--- src/rtl/mux_n_to_1_reg.sv ---
// -----------------------------------------------------------------------------
// mux_n_to_1_reg
//   N-channel, WIDTH-bit registered selector with a valid/ready handshake on
//   every input channel and on the output. Two selection modes:
//     mode = 0 : fixed select, forwards channel `sel` whenever it is valid
//     mode = 1 : round-robin across the channels whose in_valid is high,
//                starting the search one past the last granted channel
//   A single output register stage carries the data together with the index
//   of the channel it came from.
//
// Ports
//   clk        rising-edge clock
//   rst_n      asynchronous, active-low reset
//   in_data    CHANNELS*WIDTH packed input words, channel i at [i*WIDTH +: WIDTH]
//   in_valid   per-channel valid
//   in_ready   per-channel accept (one-hot or zero)
//   mode       0 = fixed select, 1 = round-robin
//   sel        fixed-mode channel select
//   out_data   registered selected word
//   out_chan   channel index of out_data
//   out_valid  out_data / out_chan valid
//   out_ready  downstream accept
//   sel_err    sticky flag: fixed mode was used with sel >= CHANNELS
// -----------------------------------------------------------------------------
module mux_n_to_1_reg #(
    parameter int WIDTH    = 32,
    parameter int CHANNELS = 32,
    parameter int SEL_W    = $clog2(CHANNELS)
) (
    input  logic                      clk,
    input  logic                      rst_n,
    input  logic [CHANNELS*WIDTH-1:0] in_data,
    input  logic [CHANNELS-1:0]       in_valid,
    output logic [CHANNELS-1:0]       in_ready,
    input  logic                      mode,
    input  logic [SEL_W-1:0]          sel,
    output logic [WIDTH-1:0]          out_data,
    output logic [SEL_W-1:0]          out_chan,
    output logic                      out_valid,
    input  logic                      out_ready,
    output logic                      sel_err
);

    // One extra bit so the range check also works when CHANNELS == 2**SEL_W.
    localparam logic [SEL_W:0]   CH_LIM  = (SEL_W+1)'(CHANNELS);
    localparam logic [SEL_W-1:0] LAST_CH = SEL_W'(CHANNELS - 1);

    logic [WIDTH-1:0] chan_data [CHANNELS];

    logic [WIDTH-1:0] out_data_reg;
    logic [SEL_W-1:0] out_chan_reg;
    logic             out_valid_reg;
    logic [SEL_W-1:0] rr_ptr_reg;
    logic             sel_err_reg;

    logic             load_en;
    logic             sel_in_range;
    logic             fix_hit;
    logic             rr_hit;
    logic [SEL_W-1:0] rr_idx;
    logic             grant_vld;
    logic [SEL_W-1:0] grant_idx;

    // Unpack the flat input bus into one word per channel.
    for (genvar gi = 0; gi < CHANNELS; gi++) begin : g_unpack
        assign chan_data[gi] = in_data[gi*WIDTH +: WIDTH];
    end

    assign load_en      = !out_valid_reg || out_ready;
    assign sel_in_range = ({1'b0, sel} < CH_LIM);
    assign fix_hit      = sel_in_range && in_valid[sel];

    // Round-robin search: walk the channels starting one past the last
    // grant, wrapping at CHANNELS, and keep the first valid one found.
    always_comb begin
        int p;
        rr_hit = 1'b0;
        rr_idx = '0;
        p      = 0;
        for (int k = 1; k <= CHANNELS; k++) begin
            p = int'(rr_ptr_reg) + k;
            if (p >= CHANNELS) begin
                p = p - CHANNELS;
            end
            if (!rr_hit && in_valid[p]) begin
                rr_hit = 1'b1;
                rr_idx = p[SEL_W-1:0];
            end
        end
    end

    assign grant_vld = mode ? rr_hit : fix_hit;
    assign grant_idx = mode ? rr_idx : sel;

    // in_ready is gated by rst_n so nothing is offered while reset is held.
    for (genvar gi = 0; gi < CHANNELS; gi++) begin : g_ready
        assign in_ready[gi] = rst_n && load_en && grant_vld &&
                              (grant_idx == SEL_W'(gi));
    end

    always_ff @(posedge clk or negedge rst_n) begin
        if (!rst_n) begin
            out_data_reg  <= '0;
            out_chan_reg  <= '0;
            out_valid_reg <= 1'b0;
            rr_ptr_reg    <= LAST_CH;
            sel_err_reg   <= 1'b0;
        end else begin
            if (load_en) begin
                if (grant_vld) begin
                    out_data_reg  <= chan_data[grant_idx];
                    out_chan_reg  <= grant_idx;
                    out_valid_reg <= 1'b1;
                    rr_ptr_reg    <= grant_idx;
                end else begin
                    // Nothing to forward: drop valid, keep last data/chan.
                    out_valid_reg <= 1'b0;
                end
            end
            if (!mode && !sel_in_range) begin
                sel_err_reg <= 1'b1;
            end
        end
    end

    assign out_data  = out_data_reg;
    assign out_chan  = out_chan_reg;
    assign out_valid = out_valid_reg;
    assign sel_err   = sel_err_reg;

endmodule
--- config.mk ---
export PLATFORM = sky130hd
export DESIGN_NAME = mux_n_to_1_reg
export DESIGN_NICKNAME = d
export VERILOG_FILES = /design/src/rtl/mux_n_to_1_reg.sv
export SDC_FILE = /design/constraint.sdc
export NUM_CORES = 1
export LEC_CHECK = 0
export ABC_CLOCK_PERIOD_IN_PS = 16500
export BUFFER_PORTS_ARGS = -buffer_cell sky130_fd_sc_hd__buf_2
export CORE_AREA = 2 2 445 447
export DETAILED_ROUTE_END_ITERATION = 12
export DIE_AREA = 0 0 447 449
export HOLD_SLACK_MARGIN = 0.12
export RECOVER_POWER = 50
export SYNTH_ARGS = -nofsm -noshare
export SYNTH_HDL_FRONTEND = slang
export SYNTH_SLANG_ARGS = --single-unit
--- constraint.sdc ---
create_clock -name clk -period 16.5 [get_ports clk]
set_input_delay 4.125 -clock clk [delete_from_list [all_inputs] [get_ports clk]]
set_output_delay 4.125 -clock clk [all_outputs]
set_load 0.02 [all_outputs]
==> results.py, run 1 <==
metrics = {
    "sta": {
        "rsz0062_at_grt": "false",
        "setup_viol": 0,
        "period_minus_slack_ps": 14300,
        "hold_viol_final": 0,
        "finalCritPeriodShare_pct": 86.7,
        "worst_clock_skew_ps": 26.4,
        "max_freq_mhz": 69.9,
        "maxSlewViolCount": 20,
        "relSlewSlack_pct": -20.7,
        "worst_pin_slew_ps": 1810,
        "setup_tns_ps": 0,
    },
    "setup_path": {
        "crit_chain": "buf_2 -> mux4_2 -> mux2_2 -> a31oi_1 -> nor2b_1 -> nand4_4 -> or4b_1 -> nor4_2 -> a32o_1 -> o31ai_1 -> a32oi_1 -> a211oi_1 -> a311oi_1 -> nand2_1 -> nor2_1 -> buf_2",
        "cp_slowest_cell": "a311oi_1",
        "crit_arrival_ps": 10180,
        "startpoint_type": "input port",
        "critical-path-max-stage-delay_ps": 960,
        "path_class": "in -> out",
        "cp-end-kind": "output port",
        "reg2reg_setup_slack_ps": 5260,
        "cp.required_ps": 12380,
        "crit_path_frequent_cell": "buf_2",
        "path_max_fanout": 11,
    },
    "drt": {
        "vias": 26812,
        "first_iter_violations": 3203,
        "ant_nets": 0,
        "totalWireLength_mm": 172,
        "avgRoutedWirePerCell_um": 27.6,
        "drc": 0,
        "first_pass_iters": 6,
        "vias_per_cell": 4.32,
    },
    "floorplan": {
        "die_w_um": 447,
        "core_area_um2": 196000,
        "placementRows": 163,
        "die_height_um": 449,
        "fp.dieArea_um2": 201000,
        "initial_core_util_pct": 9.12,
        "ios": 1136,
    },
    "clock_tree": {
        "holdBufCountCts": 0,
        "cts_sinks": 43,
        "cts-resized-gates": 0,
        "cts_tree": "built",
        "clk_pin_slew_worst_paths_ps": 90,
        "h-tree-depth": 2,
        "clockBufferDepth": 2,
        "clock_latency_ps": 360,
        "post_cts_buffers": 0,
        "cts-root-buf": "clkbuf_16",
        "cts_buffers": 5,
    },
    "global_route": {
        "antenna_found_initial": 62,
        "grt_overflow": 0,
        "grt_first_pass_wirelength_mm": 222,
        "grt_max_degree": 132,
        "grt_pass1_vias": 24918,
        "track_usage_pct": 16.1,
    },
    "synth": {
        "synth_seq_cells": 43,
        "synth.distinct_cells": 88,
        "yosysWarnings": 0,
        "syn_area_um2": 17900,
        "syn_inst": 2592,
        "synth_fp_nets": 3670,
        "avgSynthCellArea_um2": 6.90,
        "synth_ff_type": "dfrtp_1",
        "synth_edf_count": 0,
        "seq_area_frac_synth_pct": 6.05,
        "ys_async_sr_fraction_pct": 100,
    },
    "min_path": {
        "min_path_type": "reg -> reg",
    },
    "finish": {
        "largest_reg_flops": 32,
        "drive_above_1_share_pct": 38.9,
        "num-nets-final": 4611,
        "postLayoutCellArea_um2": 26200,
        "area.growth.synth_to_final_pct": 46.6,
        "finish.utilization_pct": 13.4,
        "multi_input_area_um2": 15300,
        "regArea_um2": 1080,
        "fill_cells": 23117,
    },
    "placement": {
        "post_dp_cell_area_um2": 26000,
        "dp_hpwl_mm": 146,
        "io_buffers": 1134,
        "gpl.final_weighted_congestion": 1.04,
    },
    "job": {
        "max-cap-violations": 1,
    },
    "outcome": {
        "violations": "max-capacitance violations, max-slew violations",
        "outcome": "complete, but fails checks",
    },
}
[final cells by class]
| type | instances | share of cell area, % |
|---|---|---|
| diodes | 38 | 0.363 |
| clock buffers | 6 | 0.491 |
| clock inverters | 2 | 0.0477 |
| inverters | 19 | 0.272 |
| multi-input cells | 2259 | 58.5 |
| flip-flops and latches | 43 | 4.13 |
| well taps | 2640 | 12.6 |
| repair buffers | 1205 | 23.6 |
[layer usage]
layer | wire (µm) | share of wire [%] | GRT usage (%) | vias to the layer above
met5 | 114 | 0.066 | 0 | -
met4 | 5040 | 2.9 | 4.40 | 18
met3 | 15300 | 8.9 | 3.89 | 209
met2 | 81300 | 47 | 26.9 | 1615
met1 | 69900 | 41 | 20.6 | 13128
li1 | - | - | - | 11842
[cell usage after synthesis, types with 34 or more instances]
master	number	area share (%)
and3_1	133	4.7
a31oi_1	110	3.8
nand3_1	478	13
o21ai_0	37	1.0
mux2i_1	181	10
nand2_1	530	11
a21oi_1	49	1.4
nor2_1	99	2.1
clkbuf_1	84	1.8
dfrtp_1	38	5.3
a32o_1	37	2.1
mux4_2	71	8.9
o221ai_1	34	1.7
mux2_2	63	4.0
o2111ai_1	80	3.9
buf_2	119	3.3
[cells by family (layout without fill, tap and decap cells)]
group / after synthesis / after routing / synth area share [%]
AO/OA/AOI/OAI: 523 / 523 / 22.8
flip-flops: 43 / 43 / 6.05
buffers and inverters: 290 / 1232 / 8.51
multiplexers: 319 / 319 / 23.3
other: 1 / 39 / 0.0210
XOR/XNOR: 29 / 29 / 1.73
AND/OR/NAND/NOR: 1374 / 1374 / 36.7
adder cells (fa/ha/maj): 13 / 13 / 0.909
[layout by cell type (no fill, tap or decap), types with 6 or more instances in the layout]
cell type / instances
ha_1: 13
a221oi_1: 14
xnor2_1: 19
clkbuf_1: 39
nand3_1: 478
mux2_2: 63
nor3_1: 20
nor2_1: 97
a21boi_0: 8
diode_2: 38
nor4_1: 6
o21ai_0: 37
nand4_1: 22
and3_1: 133
buf_2: 1098
nand2b_1: 10
a211o_1: 8
a21oi_1: 49
nand2_1: 528
inv_1: 16
buf_4: 66
mux2i_1: 181
and2_1: 7
o221ai_1: 34
o22ai_1: 13
a31oi_1: 110
dfrtp_1: 38
a32o_1: 37
nor2b_1: 15
o2111ai_1: 80
mux4_2: 71
a32oi_1: 30
o211ai_1: 8
a221oi_2: 20
or3_1: 12
o21ai_1: 7
a211oi_1: 14
a21o_1: 9
[path summary, 6_finish.rpt]
kind / from / endpoint / depth (start not counted)
worst max-delay path: in_valid[7] / in_ready[9] / 16
worst min-delay path: out_data[21] / out_data[21] / 2
worst max register to register: rr_ptr_reg[0] / out_data[20] / 24
worst min register to register: out_data[21] / out_data[21] / 2
max in group asynchronous: rst_n / out_data[16] / 3
min in group asynchronous: rst_n / out_data[6] / 1
[critical path, delay by kind of cell]
kind / cells / cell delay (ps)
buffers and inverters: 2 / 350
AND/OR/NAND/NOR: 6 / 3060
AO/OA/AOI/OAI: 6 / 1760
multiplexers: 2 / 870
[stage by stage]
stage	setup slack, ps	std cells	hold WS (ps)
after CTS	2340	6174	489
after detailed placement	2340	6166	466
final	2200	6212	493
after global routing	1850	6196	515
after global placement	2430	6166	457
after floorplan	3970	2592	590
Power of run 1 is left out: the tool's default activity adds up to more than one toggle a clock period on the data nets, which glitch-free logic cannot reach.
==> run 2: changes to the inputs <==
--- a/config.mk
+++ b/config.mk
@@ -7,10 +7,13 @@
 export LEC_CHECK = 0
 export ABC_CLOCK_PERIOD_IN_PS = 16500
 export BUFFER_PORTS_ARGS = -buffer_cell sky130_fd_sc_hd__buf_2
-export CORE_AREA = 2 2 445 447
+export CELL_PAD_IN_SITES_DETAIL_PLACEMENT = 1
+export CELL_PAD_IN_SITES_GLOBAL_PLACEMENT = 2
+export CORE_AREA = 2 2 442 444
 export DETAILED_ROUTE_END_ITERATION = 12
-export DIE_AREA = 0 0 447 449
+export DIE_AREA = 0 0 444 446
 export HOLD_SLACK_MARGIN = 0.12
+export PLACE_DENSITY_LB_ADDON = 0.1
 export RECOVER_POWER = 50
 export SYNTH_ARGS = -nofsm -noshare
 export SYNTH_HDL_FRONTEND = slang
==> results.py, run 2 (synthesized netlist as in run 1, its figures left out) <==
metrics = {
    "global_route": {
        "grt_overflow": 0,
        "grt_max_degree": 157,
        "track_usage_pct": 20.2,
        "grt_pass1_vias": 27056,
        "grt_first_pass_wirelength_mm": 272,
        "antenna_found_initial": 241,
    },
    "setup_path": {
        "crit_chain": "buf_2 -> mux4_2 -> mux2_2 -> a31oi_1 -> nor2b_1 -> buf_4 -> nand4_4 -> or4b_1 -> nor2_4 -> o2111ai_1 -> a2111oi_0 -> o21ai_1 -> a2bb2oi_4 -> and2_4 -> nand4_1 -> nor2_1 -> buf_2",
        "critical_path.top_delay_family": "simple AND/OR/NAND/NOR gates",
        "r2r_end": "out_data[0]",
        "cp_slowest_cell": "or4b_1",
        "startpoint_type": "input port",
        "cp_num_buf_inv": 3,
        "cp.required_ps": 12380,
        "crit_arrival_ps": 10400,
        "crit_end": "in_ready[0]",
        "reg2reg_setup_slack_ps": 5720,
        "crit_start": "in_valid[5]",
        "path_max_fanout": 31,
        "path_class": "in -> out",
        "cp-end-kind": "output port",
        "crit_cells": 17,
        "r2r_cells": 23,
        "crit_path_frequent_cell": "buf_2",
        "reg2reg_from": "rr_ptr_reg[1]",
        "critical-path-max-stage-delay_ps": 840,
    },
    "clock_tree": {
        "post_cts_buffers": 0,
        "cts_tree": "built",
        "holdBufCountCts": 0,
        "clk_pin_slew_worst_paths_ps": 80,
        "cts_sinks": 43,
        "clock_latency_ps": 310,
        "cts-resized-gates": 0,
        "cts_buffers": 5,
        "clockBufferDepth": 2,
        "h-tree-depth": 2,
        "cts-root-buf": "clkbuf_16",
    },
    "finish": {
        "multi_input_area_um2": 15400,
        "fill_cells": 23600,
        "postLayoutCellArea_um2": 26200,
        "final_cell_mix": "1099 x buf_2, 528 x nand2_1, 478 x nand3_1",
        "finish.utilization_pct": 13.6,
        "regArea_um2": 1080,
        "num-nets-final": 4614,
        "final_common_cell": "buf_2",
        "largest_reg_flops": 32,
        "drive_above_1_share_pct": 39.3,
        "area.growth.synth_to_final_pct": 46.6,
    },
    "placement": {
        "io_buffers": 1134,
        "post_dp_cell_area_um2": 26000,
        "dp_hpwl_mm": 179,
        "gpl.final_weighted_congestion": 0.848,
    },
    "job": {
        "max-cap-violations": 1,
    },
    "sta": {
        "max_freq_mhz": 68.8,
        "hold_viol_final": 0,
        "whs_ps": 502,
        "setup_viol": 0,
        "finalCritPeriodShare_pct": 88.0,
        "period_minus_slack_ps": 14520,
        "rsz0062_at_grt": "false",
        "setup_tns_ps": 0,
        "maxSlewViolCount": 49,
        "worst_pin_slew_ps": 3090,
        "relSlewSlack_pct": -106,
        "worst_clock_skew_ps": 12.4,
    },
    "floorplan": {
        "die_w_um": 444,
        "fp.dieArea_um2": 198000,
        "die_height_um": 446,
        "placementRows": 162,
        "core_area_um2": 194000,
        "initial_core_util_pct": 9.24,
        "ios": 1136,
    },
    "drt": {
        "totalWireLength_mm": 210,
        "vias": 26728,
        "drc": 0,
        "first_iter_violations": 1729,
        "first_pass_iters": 6,
        "ant_nets": 0,
        "avgRoutedWirePerCell_um": 34.4,
        "vias_per_cell": 4.37,
    },
    "min_path": {
        "hold_depth": 2,
        "min_path_type": "reg -> reg",
    },
    "outcome": {
        "outcome": "complete, but fails checks",
        "violations": "max-capacitance violations, max-slew violations",
    },
}
run 2: layer usage:
metal	share of wire (%)	global-route usage [%]	vias up
li1	-	-	11875
met1	41	24.6	13321
met2	52	38.2	995
met3	5.2	3.70	409
met4	1.7	1.12	128
met5	0.39	0	-
run 2: worst min-delay path by stage:
stage / start / to / slack (ps)
after floorplan: out_chan[1] / out_chan[1] / 590
after global placement: out_chan[0] / out_chan[0] / 470
after detailed placement: out_data[0] / out_data[0] / 480
after CTS: out_data[21] / out_data[21] / 500
after global routing: out_chan[2] / out_chan[2] / 510
final: out_chan[1] / out_chan[1] / 500
run 2: area by class of cell:
class / count / share of cell area, %
timing repair buffer: 1208 / 23.7
inverter: 19 / 0.272
clock inverter: 2 / 0.148
tap: 2542 / 12.1
sequential: 43 / 4.12
clock buffer: 6 / 0.529
multi-input combinational: 2259 / 58.7
antenna: 44 / 0.420
run 2: through the flow:
| stage | std cells | setup slack (ps) |
|---|---|---|
| 3_3_place_gp | 6071 | 2230 |
| 4_1_cts | 6079 | 2190 |
| 3_5_place_dp | 6071 | 2220 |
| 6_report | 6123 | 1980 |
| 5_1_grt | 6095 | 1580 |
| 2_1_floorplan | 2592 | 3970 |
run 2: worst min-delay path: stages (launching register included):
cell and delay, ps:
dfrtp_1 360, nand2_1 50, o21ai_0 60
Power of run 2 is left out for the same reason.
==> run 3: changes to the inputs <==
--- a/config.mk
+++ b/config.mk
@@ -5,13 +5,14 @@
 export SDC_FILE = /design/constraint.sdc
 export NUM_CORES = 1
 export LEC_CHECK = 0
+export ABC_AREA = 1
 export ABC_CLOCK_PERIOD_IN_PS = 16500
 export BUFFER_PORTS_ARGS = -buffer_cell sky130_fd_sc_hd__buf_2
 export CELL_PAD_IN_SITES_DETAIL_PLACEMENT = 1
 export CELL_PAD_IN_SITES_GLOBAL_PLACEMENT = 2
-export CORE_AREA = 2 2 442 444
+export CORE_AREA = 2 2 439 441
 export DETAILED_ROUTE_END_ITERATION = 12
-export DIE_AREA = 0 0 444 446
+export DIE_AREA = 0 0 441 443
 export HOLD_SLACK_MARGIN = 0.12
 export PLACE_DENSITY_LB_ADDON = 0.1
 export RECOVER_POWER = 50
==> results.py, run 3 <==
metrics = {
    "outcome": {
        "outcome": "complete, but fails checks",
        "violations": "max-capacitance violations, max-slew violations",
    },
    "sta": {
        "worst_clock_skew_ps": 14.9,
        "whs_ps": 504,
        "hold_viol_final": 0,
        "maxSlewViolCount": 46,
        "max_freq_mhz": 71.5,
        "setup_tns_ps": 0,
        "fin_ws_ps": 2520,
        "worst_pin_slew_ps": 2950,
        "relSlewSlack_pct": -96.5,
        "setup_viol": 0,
        "period_minus_slack_ps": 13980,
        "rsz0062_at_grt": "false",
        "finalCritPeriodShare_pct": 84.8,
    },
    "drt": {
        "ant_nets": 0,
        "avgRoutedWirePerCell_um": 28.8,
        "first_iter_violations": 1515,
        "vias": 30546,
        "first_pass_iters": 5,
        "vias_per_cell": 4.01,
        "drc": 0,
        "totalWireLength_mm": 219,
    },
    "clock_tree": {
        "h-tree-depth": 2,
        "post_cts_buffers": 0,
        "cts_tree": "built",
        "cts-resized-gates": 0,
        "cts-root-buf": "clkbuf_16",
        "clk_pin_slew_worst_paths_ps": 70,
        "clockBufferDepth": 2,
        "clock_latency_ps": 310,
        "holdBufCountCts": 0,
        "cts_sinks": 43,
        "cts_buffers": 5,
    },
    "finish": {
        "largest_reg_flops": 32,
        "area.growth.synth_to_final_pct": 42.7,
        "finish.utilization_pct": 13.9,
        "regArea_um2": 1080,
        "multi_input_area_um2": 15500,
        "final_common_cell": "nand2_1",
        "final_cell_mix": "2648 x nand2_1, 1098 x buf_2, 654 x nand3_1",
        "drive_above_1_share_pct": 24.3,
        "fill_cells": 24690,
        "num-nets-final": 6117,
    },
    "setup_path": {
        "critical-path-max-stage-delay_ps": 590,
        "cp_num_buf_inv": 4,
        "crit_arrival_ps": 9860,
        "path_max_fanout": 33,
        "cp_slowest_cell": "nand2_1",
        "critical_path.top_delay_family": "simple AND/OR/NAND/NOR gates",
        "cp.required_ps": 12380,
        "startpoint_type": "input port",
        "cp-end-kind": "output port",
        "path_class": "in -> out",
    },
    "global_route": {
        "grt_overflow": 0,
        "grt_max_degree": 152,
        "antenna_found_initial": 222,
        "grt_first_pass_wirelength_mm": 287,
        "grt_pass1_vias": 31729,
        "track_usage_pct": 21.6,
    },
    "floorplan": {
        "die_height_um": 443,
        "fp.dieArea_um2": 195000,
        "die_w_um": 441,
        "core_area_um2": 191000,
        "placementRows": 161,
        "ios": 1136,
        "initial_core_util_pct": 9.75,
    },
    "placement": {
        "dp_hpwl_mm": 184,
        "dp_slack_ps": 2520,
        "io_buffers": 1134,
        "gpl.final_weighted_congestion": 0.852,
    },
    "synth": {
        "synth.distinct_cells": 51,
        "synthTopCellsByCount": "2650 x nand2_1, 654 x nand3_1, 118 x buf_2",
        "avgSynthCellArea_um2": 4.51,
        "synth-xor-area-share_pct": 0.973,
        "synth_seq_cells": 43,
        "synth_edf_count": 0,
        "netlist.area_leader.share_pct": 53.4,
        "yosysTopAreaCell": "nand2_1",
        "seq_area_frac_synth_pct": 5.81,
        "yosys-top-cells-area": "nand2_1 53%, nand3_1 18%, dfrtp_1 5.1%",
        "syn_inst": 4131,
        "synth-compound-area-share_pct": 5.48,
        "ys_async_sr_fraction_pct": 100,
        "synth_fp_nets": 5209,
        "synthAdderAreaFrac_pct": 0.872,
        "yosysMostFrequentCell": "nand2_1",
        "yosysWarnings": 0,
        "synth_top_family_by_area": "simple AND/OR/NAND/NOR gates",
        "syn_area_um2": 18600,
        "synth_mux_area_share_pct": 0,
        "synth_ff_type": "dfrtp_1",
        "synthSimpleGateAreaFrac_pct": 75.2,
    },
    "min_path": {
        "min_path_type": "reg -> reg",
    },
    "job": {
        "max-cap-violations": 1,
    },
}
-- run 3: area by class of cell --
class | instances | share of cell area (%)
multi-input cells | 3674 | 58.2
repair buffers | 1193 | 23.1
well taps | 2526 | 11.9
flip-flops and latches | 43 | 4.07
inverters | 122 | 1.75
clock buffers | 6 | 0.522
diodes | 44 | 0.414
clock inverters | 2 | 0.132
-- run 3: worst paths after layout --
kind / start / slack [ps] / depth (start not counted) / end
worst max-delay path: in_valid[25] / 2520 / 32 / in_ready[19]
worst max register to register: rr_ptr_reg[0] / 6690 / 37 / out_data[6]
worst min register to register: out_data[9] / 500 / 2 / out_data[9]
max in group asynchronous: rst_n / 10060 / 1 / out_data[22]
min in group asynchronous: rst_n / 4770 / 1 / out_chan[2]
worst min-delay path: out_data[9] / 500 / 2 / out_data[9]
-- run 3: per-layer routing --
metal	wire length, µm	track usage [%]	part of all wire [%]
met1	83300	23.5	38
met2	124000	43.9	56
met3	8530	3.64	3.9
met4	2880	2.13	1.3
met5	644	0	0.29
-- run 3: tightest hold or removal path, cell delays in order, from the launching register on --
cell and delay [ps]:
dfrtp_1 340, nand2_1 60, nand3_1 70
-- run 3: metrics by stage --
stage               cell area (µm²)  instances
finish                        26600       7610
global route                  26600       7590
floorplan                     18600       4131
CTS                           26500       7566
detailed placement            26400       7558
global placement              26400       7558
-- run 3: logic make-up (layout without fill, tap and decap cells) --
group / count (synthesis) / count (layout)
flops: 43 / 43
simple gates: 3455 / 3455
xor+xnor: 19 / 19
buf+inv: 414 / 1323
other cells: 1 / 45
compound gates: 186 / 186
fa+ha+maj: 13 / 13
Power of run 3 is left out for the same reason.
